===== src/rtl/mult_pkg.sv =====
// Shared constants for the sequential multiplier: FSM state encoding and legal operand widths.
// Latency: none, package only.
// Backpressure: none, package only.
package mult_pkg;

    // Two-bit state encoding; code 3 is unused and steers back to idle
    typedef enum logic [1:0] {
        ST_IDLE = 2'd0,
        ST_CALC = 2'd1,
        ST_DONE = 2'd2
    } mult_state_t;

    localparam int MULT_WIDTH_MIN = 2;
    localparam int MULT_WIDTH_MAX = 16;

endpackage


===== src/rtl/seq_mult_ripple_adder.sv =====
// Half/full adder cells and a WIDTH-bit ripple-carry adder built from them.
// Latency: purely combinational, zero cycles.
// Backpressure: none, always ready.

module half_adder (
    input  logic a,
    input  logic b,
    output logic s,
    output logic co
);
    // Sum and carry of two bits
    always_comb begin
        s  = a ^ b;
        co = a & b;
    end
endmodule

module full_adder (
    input  logic a,
    input  logic b,
    input  logic ci,
    output logic s,
    output logic co
);
    // Sum and carry of two bits plus carry-in
    always_comb begin
        s  = a ^ b ^ ci;
        co = (a & b) | (ci & (a ^ b));
    end
endmodule

module ripple_adder #(
    parameter int WIDTH = 4
) (
    input  logic [WIDTH-1:0] a,
    input  logic [WIDTH-1:0] b,
    output logic [WIDTH-1:0] sum,
    output logic             carry
);
    // c[i] is the carry into bit i; bit 0 has no carry-in so it uses a half adder
    logic [WIDTH:1] c;

    half_adder u_ha0 (
        .a  (a[0]),
        .b  (b[0]),
        .s  (sum[0]),
        .co (c[1])
    );

    for (genvar i = 1; i < WIDTH; i++) begin : g_fa
        full_adder u_fa (
            .a  (a[i]),
            .b  (b[i]),
            .ci (c[i]),
            .s  (sum[i]),
            .co (c[i+1])
        );
    end

    assign carry = c[WIDTH];

endmodule


===== src/rtl/seq_mult.sv =====
// Shift-and-add multiplier, one multiplier bit per clock; MULT_SIGNED_EN selects two's complement operands.
// Latency: done pulses WIDTH+1 cycles after start is accepted; one result per WIDTH+2 cycles back-to-back.
// Backpressure: start is only sampled in idle; requests while busy are dropped, not queued.
module seq_mult
    import mult_pkg::*;
#(
    parameter int WIDTH = 4
) (
    input  logic               clk,
    input  logic               rst_n,
    input  logic               start,
    input  logic [WIDTH-1:0]   multiplicand,
    input  logic [WIDTH-1:0]   multiplier,
    output logic               busy,
    output logic               done,
    output logic [2*WIDTH-1:0] product
);

    localparam int CW = $clog2(WIDTH);

    if (WIDTH < MULT_WIDTH_MIN || WIDTH > MULT_WIDTH_MAX) begin : g_width_bad
        $error("seq_mult: WIDTH out of range");
    end

    mult_state_t        state;
    logic [2*WIDTH-1:0] p;       // upper half accumulates, lower half shifts out multiplier bits
    logic [WIDTH-1:0]   mcand;
    logic [CW-1:0]      count;

    logic [WIDTH-1:0]   sum;
    logic               carry;
    logic [WIDTH:0]     acc;
    logic [WIDTH-1:0]   a_ld;
    logic [WIDTH-1:0]   b_ld;
    logic [2*WIDTH-1:0] result;

    ripple_adder #(.WIDTH(WIDTH)) u_add (
        .a     (p[2*WIDTH-1:WIDTH]),
        .b     (mcand),
        .sum   (sum),
        .carry (carry)
    );

    // Add the multiplicand only when the current multiplier bit is set; keep the carry
    always_comb begin
        acc = p[0] ? {carry, sum} : {1'b0, p[2*WIDTH-1:WIDTH]};
    end

`ifdef MULT_SIGNED_EN
    logic neg;
    logic neg_ld;

    // Work on magnitudes; the most negative value maps to its unsigned magnitude naturally
    always_comb begin
        a_ld   = multiplicand[WIDTH-1] ? -multiplicand : multiplicand;
        b_ld   = multiplier[WIDTH-1]   ? -multiplier   : multiplier;
        neg_ld = multiplicand[WIDTH-1] ^ multiplier[WIDTH-1];
        result = neg ? -p : p;
    end

    // Remember the result sign for the final correction
    always_ff @(posedge clk or negedge rst_n) begin
        if (!rst_n) begin
            neg <= 1'b0;
        end else if (state == ST_IDLE && start) begin
            neg <= neg_ld;
        end
    end
`else
    // Unsigned operands go straight into the datapath
    always_comb begin
        a_ld   = multiplicand;
        b_ld   = multiplier;
        result = p;
    end
`endif

    // Control FSM with the accumulate/shift datapath and registered outputs
    always_ff @(posedge clk or negedge rst_n) begin
        if (!rst_n) begin
            state   <= ST_IDLE;
            p       <= '0;
            mcand   <= '0;
            count   <= '0;
            product <= '0;
            busy    <= 1'b0;
            done    <= 1'b0;
        end else begin
            done <= 1'b0;
            case (state)
                ST_IDLE: begin
                    if (start) begin
                        mcand   <= a_ld;
                        p       <= {{WIDTH{1'b0}}, b_ld};
                        count   <= '0;
                        product <= '0;
                        busy    <= 1'b1;
                        state   <= ST_CALC;
                    end
                end
                ST_CALC: begin
                    p     <= {acc, p[WIDTH-1:1]};
                    count <= count + 1'b1;
                    if (count == CW'(WIDTH - 1)) begin
                        state <= ST_DONE;
                    end
                end
                ST_DONE: begin
                    product <= result;
                    done    <= 1'b1;
                    busy    <= 1'b0;
                    state   <= ST_IDLE;
                end
                default: begin
                    busy  <= 1'b0;
                    state <= ST_IDLE;
                end
            endcase
        end
    end

endmodule


===== config.mk =====
export PLATFORM = sky130hd
export DESIGN_NAME = seq_mult
export DESIGN_NICKNAME = d
export VERILOG_FILES = /design/src/rtl/mult_pkg.sv /design/src/rtl/seq_mult_ripple_adder.sv /design/src/rtl/seq_mult.sv
export SDC_FILE = /design/constraint.sdc
export NUM_CORES = 1
export LEC_CHECK = 0
export CORE_ASPECT_RATIO = 1.4
export CORE_MARGIN = 3
export CORE_UTILIZATION = 40
export CTS_BUF_LIST = sky130_fd_sc_hd__clkbuf_4
export DETAILED_ROUTE_END_ITERATION = 7
export PLACE_DENSITY = 0.72
export SKIP_LAST_GASP = 1
export SLEW_MARGIN = 20
export SYNTH_ARGS = -nofsm -noshare
export SYNTH_HDL_FRONTEND = slang
export SYNTH_SLANG_ARGS = --single-unit

===== constraint.sdc =====
create_clock -name clk -period 2.15 [get_ports clk]
set_input_delay 0.43 -clock clk [delete_from_list [all_inputs] [get_ports clk]]
set_output_delay 0.43 -clock clk [all_outputs]
set_load 0.03 [all_outputs]

==> results.sh, run 1 <==
export IMPL_syn2layout_area_growth_pct=23.3
export IMPL_drv_slew=0
export IMPL_async_flop_share_pct=100
export IMPL_fillers=267
export IMPL_ff_latch_area_um2=651
export IMPL_power_net_switching_uw=753
export IMPL_finalSetupTns_ns=0
export IMPL_synth_top_area_cell="dfrtp_1"
export IMPL_final_antenna_net_count=0
export IMPL_grt_remaining_overflow=0
export IMPL_use_met3_pct=1.28
export IMPL_cts_htree_levels=1
export IMPL_die_width_um=51.7
export IMPL_rsz0062_at_grt="false"
export IMPL_use_met2_pct=23.2
export IMPL_via_per_inst=5.04
export IMPL_initial_core_util_pct=43.3
export IMPL_port_buffers=20
export IMPL_synth_most_common_cell="dfrtp_1"
export IMPL_top_usage_layer="met2"
export IMPL_placed_cell_area_mm2=0.00141
export IMPL_hold_violations=0
export IMPL_grt_pass1_wl_um=3640
export IMPL_p_int_uw=1150
export IMPL_swShare_pct=39.5
export IMPL_critPathRequiredTime_ns=2.36
export IMPL_ys_warn_count=0
export IMPL_tightest_slew_ns=0.423
export IMPL_syn_area_mm2=0.00117
export IMPL_power_leakage_uw=0.000627
export IMPL_ys_top_cells_by_area="dfrtp_1 56%, nand2_1 7.1%, o21ai_0 6.4%, fa_1 5.1%, mux2_2 2.9%"
export IMPL_synth_seq_area_share_pct=55.7
export IMPL_wirelength_um=2130
export IMPL_fmax_mhz=481
export IMPL_core_area_mm2=0.00270
export IMPL_diodes=0
export IMPL_ys_seq_elements=26
export IMPL_multiInputGateArea_um2=490
export IMPL_path_clk_slew_ns=0.13
export IMPL_ir_worst_vdd_mv=0.614
export IMPL_synth_top_area_share_pct=55.7
export IMPL_dieArea_mm2=0.00361
export IMPL_finClkSkew_ns=0.00179
export IMPL_p_per_area_mw_per_mm2=1330
export IMPL_period_share_pct=96.8
export IMPL_criticalPathCategory="flop to flop"
export IMPL_layout_drive_gt1_share_pct=11.9
export IMPL_p_seq_share_pct=46.2
export IMPL_clk_latency_ns=0.31
export IMPL_endpoint_kind="flop"
export IMPL_synthCells=104
export IMPL_cts_buffers=3
export IMPL_first_pass_iters=4
export IMPL_syn_nets=120
export IMPL_cts_tree="done"
export IMPL_syn_area_per_cell_um2=11.2
export IMPL_finalCriticalPeriod_ns=2.08
export IMPL_post_route_cell_area_mm2=0.00144
export IMPL_hp_class="input pin to async pin"
export IMPL_numClockSinks=26
export IMPL_io_pins=21
export IMPL_grt_use_met1_pct=15.3
export IMPL_wire_per_inst_um=13.2
export IMPL_cts_root_buf="clkbuf_4"
export IMPL_setup_viol=0
export IMPL_p_clk_share_pct=10.3
export IMPL_num_vias=816
export IMPL_grt_pass1_vias=847
export IMPL_dp_hpwl_um=1600
export IMPL_drc=0
export IMPL_slew_headroom_pct=71.8
export IMPL_cts_hold_buf=0
export IMPL_cp_arrival_ns=2.29
export IMPL_power_frac_comb_pct=43.5
export IMPL_synth_distinct_cells=28
export IMPL_grt_max_degree=27
export IMPL_drv_cap=0
export IMPL_startpoint_type="flop"
export IMPL_fin_nets=144
export IMPL_clockBufferDepth=2
export IMPL_synth_ff_type="dfrtp_1"
export IMPL_grt_usage_pct=13.2
export IMPL_synth_enable_flop_cells=0
export IMPL_synthTopCellsByCount="26 x dfrtp_1, 22 x nand2_1, 15 x o21ai_0, 4 x a21oi_1, 4 x nor2b_1"
export IMPL_place_congestion=0.745
export IMPL_outcome="complete, no violations"
export IMPL_crit_fanout=2
export IMPL_die_h_um=69.9
export IMPL_antenna_found_initial=0
export IMPL_drt_iter0_drc=21
export IMPL_std_cell_rows=22
critical path, stage by stage, from the launching register on:
cell     delay [ns]
dfrtp_1        0.40
ha_1           0.21
fa_1           0.38
fa_2           0.35
fa_1           0.43
mux2i_1        0.14
o21ai_1        0.07
state kept, by name (all words and copies together), names as in the netlist:
name	flops
busy	1
state	2
count	2
p	8
done	1
product	8
mcand	4
worst paths after layout:
kind	startpoint	to	slack [ns]	cells past startpoint
min	rst_n	busy	0.46	2
max reg2reg	p[4]	p[6]	0.07	6
min reg2reg	busy	busy	0.50	1
max in group asynchronous	rst_n	p[7]	1.44	2
max	p[4]	p[6]	0.07	6
min in group clk	busy	busy	0.50	1
cell type report:
cell class	instances	area share, %
repair buffers	23	15.5
clock buffers	3	1.57
well taps	36	3.13
multi-input cells	72	34.1
inverters	2	0.522
flip-flops and latches	26	45.2
cell families after synthesis:
kind of cell / share of synthesized area, %
and+or+nand+nor: 13.8
AOI/OAI and AO/OA: 13.9
DFF: 55.7
muxes: 6.75
buffers and inverters: 2.46
adders and majority gates: 7.29
per-layer routing:
| layer | share of wire [%] | wire (um) |
|---|---|---|
| met1 | 41 | 868 |
| met2 | 53 | 1130 |
| met3 | 4.0 | 86 |
| met4 | 2.4 | 51 |
| met5 | 0 | 0 |
cells in the final DEF (no fill, tap or decap):
master,count
dfrtp_1,26
nand2_1,22
clkdlybuf4s50_1,20
o21ai_0,14
a21oi_1,4
nor2b_1,4
mux2i_1,3
mux2_2,3
clkbuf_4,3
buf_4,3
nand2b_1,2
a22oi_1,2
fa_1,2
ha_1,2
inv_2,1
o21bai_2,1
nor2b_2,1
nor2b_4,1
a22o_1,1
o21ai_1,1
a211oi_1,1
nor2_1,1
o31ai_1,1
and3b_1,1
mux2_4,1
inv_1,1
a21o_1,1
and2_1,1
a32o_1,1
fa_2,1
power groups by stage:
stage | Combinational [uW] | Clock (uW) | Sequential, uW
floorplan | 477 | 0 | 953
global placement | 814 | 0 | 880
detailed placement | 837 | 0 | 892
CTS | 840 | 204 | 880
global route | 928 | 218 | 916
finish | 829 | 197 | 881
metrics by stage:
step	utilization, %	power [uW]	std cells	hold WS [ns]	setup slack [ns]
2_1_floorplan	-	1430	104	0.134	0.0732
3_3_place_gp	52.4	1690	159	0.467	0.0726
3_5_place_dp	52.4	1730	159	0.481	0.0410
4_1_cts	53.2	1920	162	0.470	0.00681
5_1_grt	53.3	2060	162	0.481	0.00852
6_report	53.3	1910	162	0.457	0.0698
timing repair:
item	in CTS	in global routing
setup buffers	0	0
endpoints found under the hold margin	0	0
setup endpoints to repair	0	1
resized for setup	0	2
(Power assumes the default switching activity.)
==> inputs of run 2 (changes only) <==
--- a/config.mk
+++ b/config.mk
@@ -6,4 +6,5 @@
 export NUM_CORES = 1
 export LEC_CHECK = 0
+export ABC_AREA = 1
 export CORE_ASPECT_RATIO = 1.4
 export CORE_MARGIN = 3
@@ -11,5 +12,6 @@
 export CTS_BUF_LIST = sky130_fd_sc_hd__clkbuf_4
 export DETAILED_ROUTE_END_ITERATION = 7
-export PLACE_DENSITY = 0.72
+export GPL_TIMING_DRIVEN = 0
+export PLACE_DENSITY = 0.71
 export SKIP_LAST_GASP = 1
 export SLEW_MARGIN = 20
==> constraint.sdc (replaced) <==
create_clock -name clk -period 2.15 [get_ports clk]
set_input_delay 0.645 -clock clk [delete_from_list [all_inputs] [get_ports clk]]
set_output_delay 0.645 -clock clk [all_outputs]
set_load 0.03 [all_outputs]
==> results.sh, run 2 <==
export IMPL_clockBufferDepth=2
export IMPL_hold_violations=0
export IMPL_drv_cap=0
export IMPL_synthTopCellsByCount="26 x dfrtp_1, 20 x nand2_1, 15 x nand3_1, 10 x inv_1, 8 x o21ai_1"
export IMPL_numClockSinks=26
export IMPL_synth_seq_area_share_pct=52.4
export IMPL_cts_htree_levels=1
export IMPL_clk_latency_ns=0.32
export IMPL_slew_headroom_pct=61.3
export IMPL_std_cell_rows=23
export IMPL_cts_buffers=3
export IMPL_synth_top_area_cell="dfrtp_1"
export IMPL_startpoint_type="flop"
export IMPL_die_h_um=71.9
export IMPL_fillers=272
export IMPL_dp_hpwl_um=1820
export IMPL_rr_endpoint="p[6]"
export IMPL_fmax_mhz=478
export IMPL_finalNonFillerCells=180
export IMPL_grt_pass1_wl_um=4110
export IMPL_syn_area_mm2=0.00124
export IMPL_initial_core_util_pct=42.7
export IMPL_via_per_inst=5.03
export IMPL_finalCriticalPeriod_ns=2.09
export IMPL_layout_drive_gt1_share_pct=19.6
export IMPL_drt_iter0_drc=26
export IMPL_synth_enable_flop_cells=0
export IMPL_syn_nets=134
export IMPL_async_flop_share_pct=100
export IMPL_ys_seq_elements=26
export IMPL_cts_tree="done"
export IMPL_setup_viol=0
export IMPL_synth_distinct_cells=21
export IMPL_first_pass_iters=4
export IMPL_tightest_slew_ns=0.581
export IMPL_synth_most_common_cell="dfrtp_1"
export IMPL_crit_fanout=2
export IMPL_rsz0062_at_grt="true"
export IMPL_p_per_area_mw_per_mm2=1350
export IMPL_wirelength_um=2420
export IMPL_synth_ff_type="dfrtp_1"
export IMPL_drc=0
export IMPL_hp_class="input pin to async pin"
export IMPL_port_buffers=20
export IMPL_r2r_start="mcand[0]"
export IMPL_finish_utilization_pct=52.4
export IMPL_antenna_found_initial=0
export IMPL_power_leakage_uw=0.000716
export IMPL_fin_nets=160
export IMPL_wire_per_inst_um=13.4
export IMPL_crit_path_end="p[6]"
export IMPL_ir_worst_vdd_mv=0.538
export IMPL_criticalPathCategory="flop to flop"
export IMPL_crit_top_cell="fa_2"
export IMPL_finClkSkew_ns=0.00237
export IMPL_core_area_mm2=0.00291
export IMPL_diodes=0
export IMPL_syn2layout_area_growth_pct=22.6
export IMPL_num_vias=905
export IMPL_endpoint_kind="flop"
export IMPL_final_antenna_net_count=0
export IMPL_largestRegisters="p: 8 flops, product: 8 flops, mcand: 4 flops"
export IMPL_power_uw=2050
export IMPL_cts_root_buf="clkbuf_4"
export IMPL_crit_chain="ha_1, fa_2, fa_2, fa_1, o211ai_1, o21ai_1"
export IMPL_critPathRequiredTime_ns=2.37
export IMPL_final_common_cell="dfrtp_1"
export IMPL_die_width_um=53.1
export IMPL_place_congestion=0.758
export IMPL_reg2reg_depth=6
export IMPL_cp_arrival_ns=2.31
export IMPL_crit_start="mcand[0]"
export IMPL_final_cell_mix="26 x dfrtp_1, 20 x nand2_1, 19 x clkdlybuf4s50_1"
export IMPL_drv_slew=0
export IMPL_dieArea_mm2=0.00382
export IMPL_grt_remaining_overflow=0
export IMPL_dpl_cell_count=175
export IMPL_ys_warn_count=0
export IMPL_grt_pass1_vias=893
export IMPL_cpPeakStageDelay_ns=0.43
export IMPL_syn_area_per_cell_um2=10.5
export IMPL_ys_top_cells_by_area="dfrtp_1 52%, nand2_1 6.0%, nand3_1 6.0%, fa_1 4.8%, nand3_2 4.0%"
export IMPL_synth_top_area_share_pct=52.4
export IMPL_outcome="complete, no violations"
export IMPL_crit_slowest_cell="dfrtp_1"
export IMPL_setup_ws_ns=0.0582
export IMPL_r2r_setup_slack_ns=0.06
export IMPL_place_ws_ns=-0.0759
export IMPL_period_share_pct=97.3
export IMPL_io_pins=21
export IMPL_grt_max_degree=27
export IMPL_path_clk_slew_ns=0.14
export IMPL_synthCells=118
export IMPL_grt_usage_pct=14.7
-- run 2: cell count changes in the layout (fill, tap and decap cells not counted), moves of 4 or more --
cell     delta
nand3_2     +5
inv_1       +9
o21ai_0    -10
o21ai_1     +8
nor2b_1     -4
nand2_4     +4
nand3_1    +15
-- run 2: cell type report --
cell class	count	area (um2)	share of cell area (%)
plain buffers	3	42.5	2.79
clock buffers	3	22.5	1.48
clock inverters	1	3.75	0.247
inverters	13	48.8	3.20
multi-input cells	76	505	33.2
flip-flops and latches	26	651	42.7
well taps	37	46.3	3.04
repair buffers	21	203	13.3
-- run 2: worst min path at each step --
stage,startpoint,slack (ns),end
after global placement,count[0],0.46,count[0]
after floorplan,rst_n,0.35,busy
after detailed placement,count[0],0.47,count[0]
after global routing,rst_n,0.32,done
after CTS,rst_n,0.31,done
final,rst_n,0.29,done
-- run 2: per-layer routing --
layer	vias to the layer above	global-route usage [%]	wire length, um
met1	445	17.8	991
met4	0	7.10	49
met2	13	25.3	1320
met5	-	0	0
li1	442	-	-
met3	5	1.85	54
-- run 2: timing repair --
item                                    in CTS  in global routing
endpoints found under the hold margin        0                  0
hold buffers                                 0                  0
pin swaps                                    0                  1
setup buffers                                1                  0
gates resized for setup                      2                  1
endpoints found under the setup margin       1                  1
-- run 2: kinds of logic (layout without fill, tap and decap cells) --
| logic type | Yosys count | after routing | share of synthesized area (%) |
|---|---|---|---|
| simple gates | 49 | 49 | 22.1 |
| flops | 26 | 26 | 52.4 |
| compound gates | 22 | 22 | 11.4 |
| buf+inv | 16 | 41 | 7.35 |
| fa+ha+maj | 5 | 5 | 6.85 |
-- run 2: critical path: cells and delay by family, from the launching register on --
family                   cells  cell delay (ns)
adder cells (fa/ha/maj)      4             1.32
flip-flops                   1             0.43
AO/OA/AOI/OAI                2             0.25
-- run 2: where the power goes --
group	total, uW	internal, uW	leakage (uW)	switching [uW]
logic	1010	427	0.000365	583
clock network	215	68.2	0.0000154	147
registers	828	677	0.000335	151
total	2050	1170	0.000716	881
-- run 2: metrics by stage --
step / instance area (um2) / hold slack (ns) / setup TNS [ns]
floorplan: 1240 / 0.349 / 0
global placement: 1490 / 0.463 / -0.0365
detailed placement: 1480 / 0.470 / -0.0759
CTS: 1520 / 0.305 / 0
global route: 1520 / 0.318 / -0.0419
finish: 1520 / 0.293 / 0
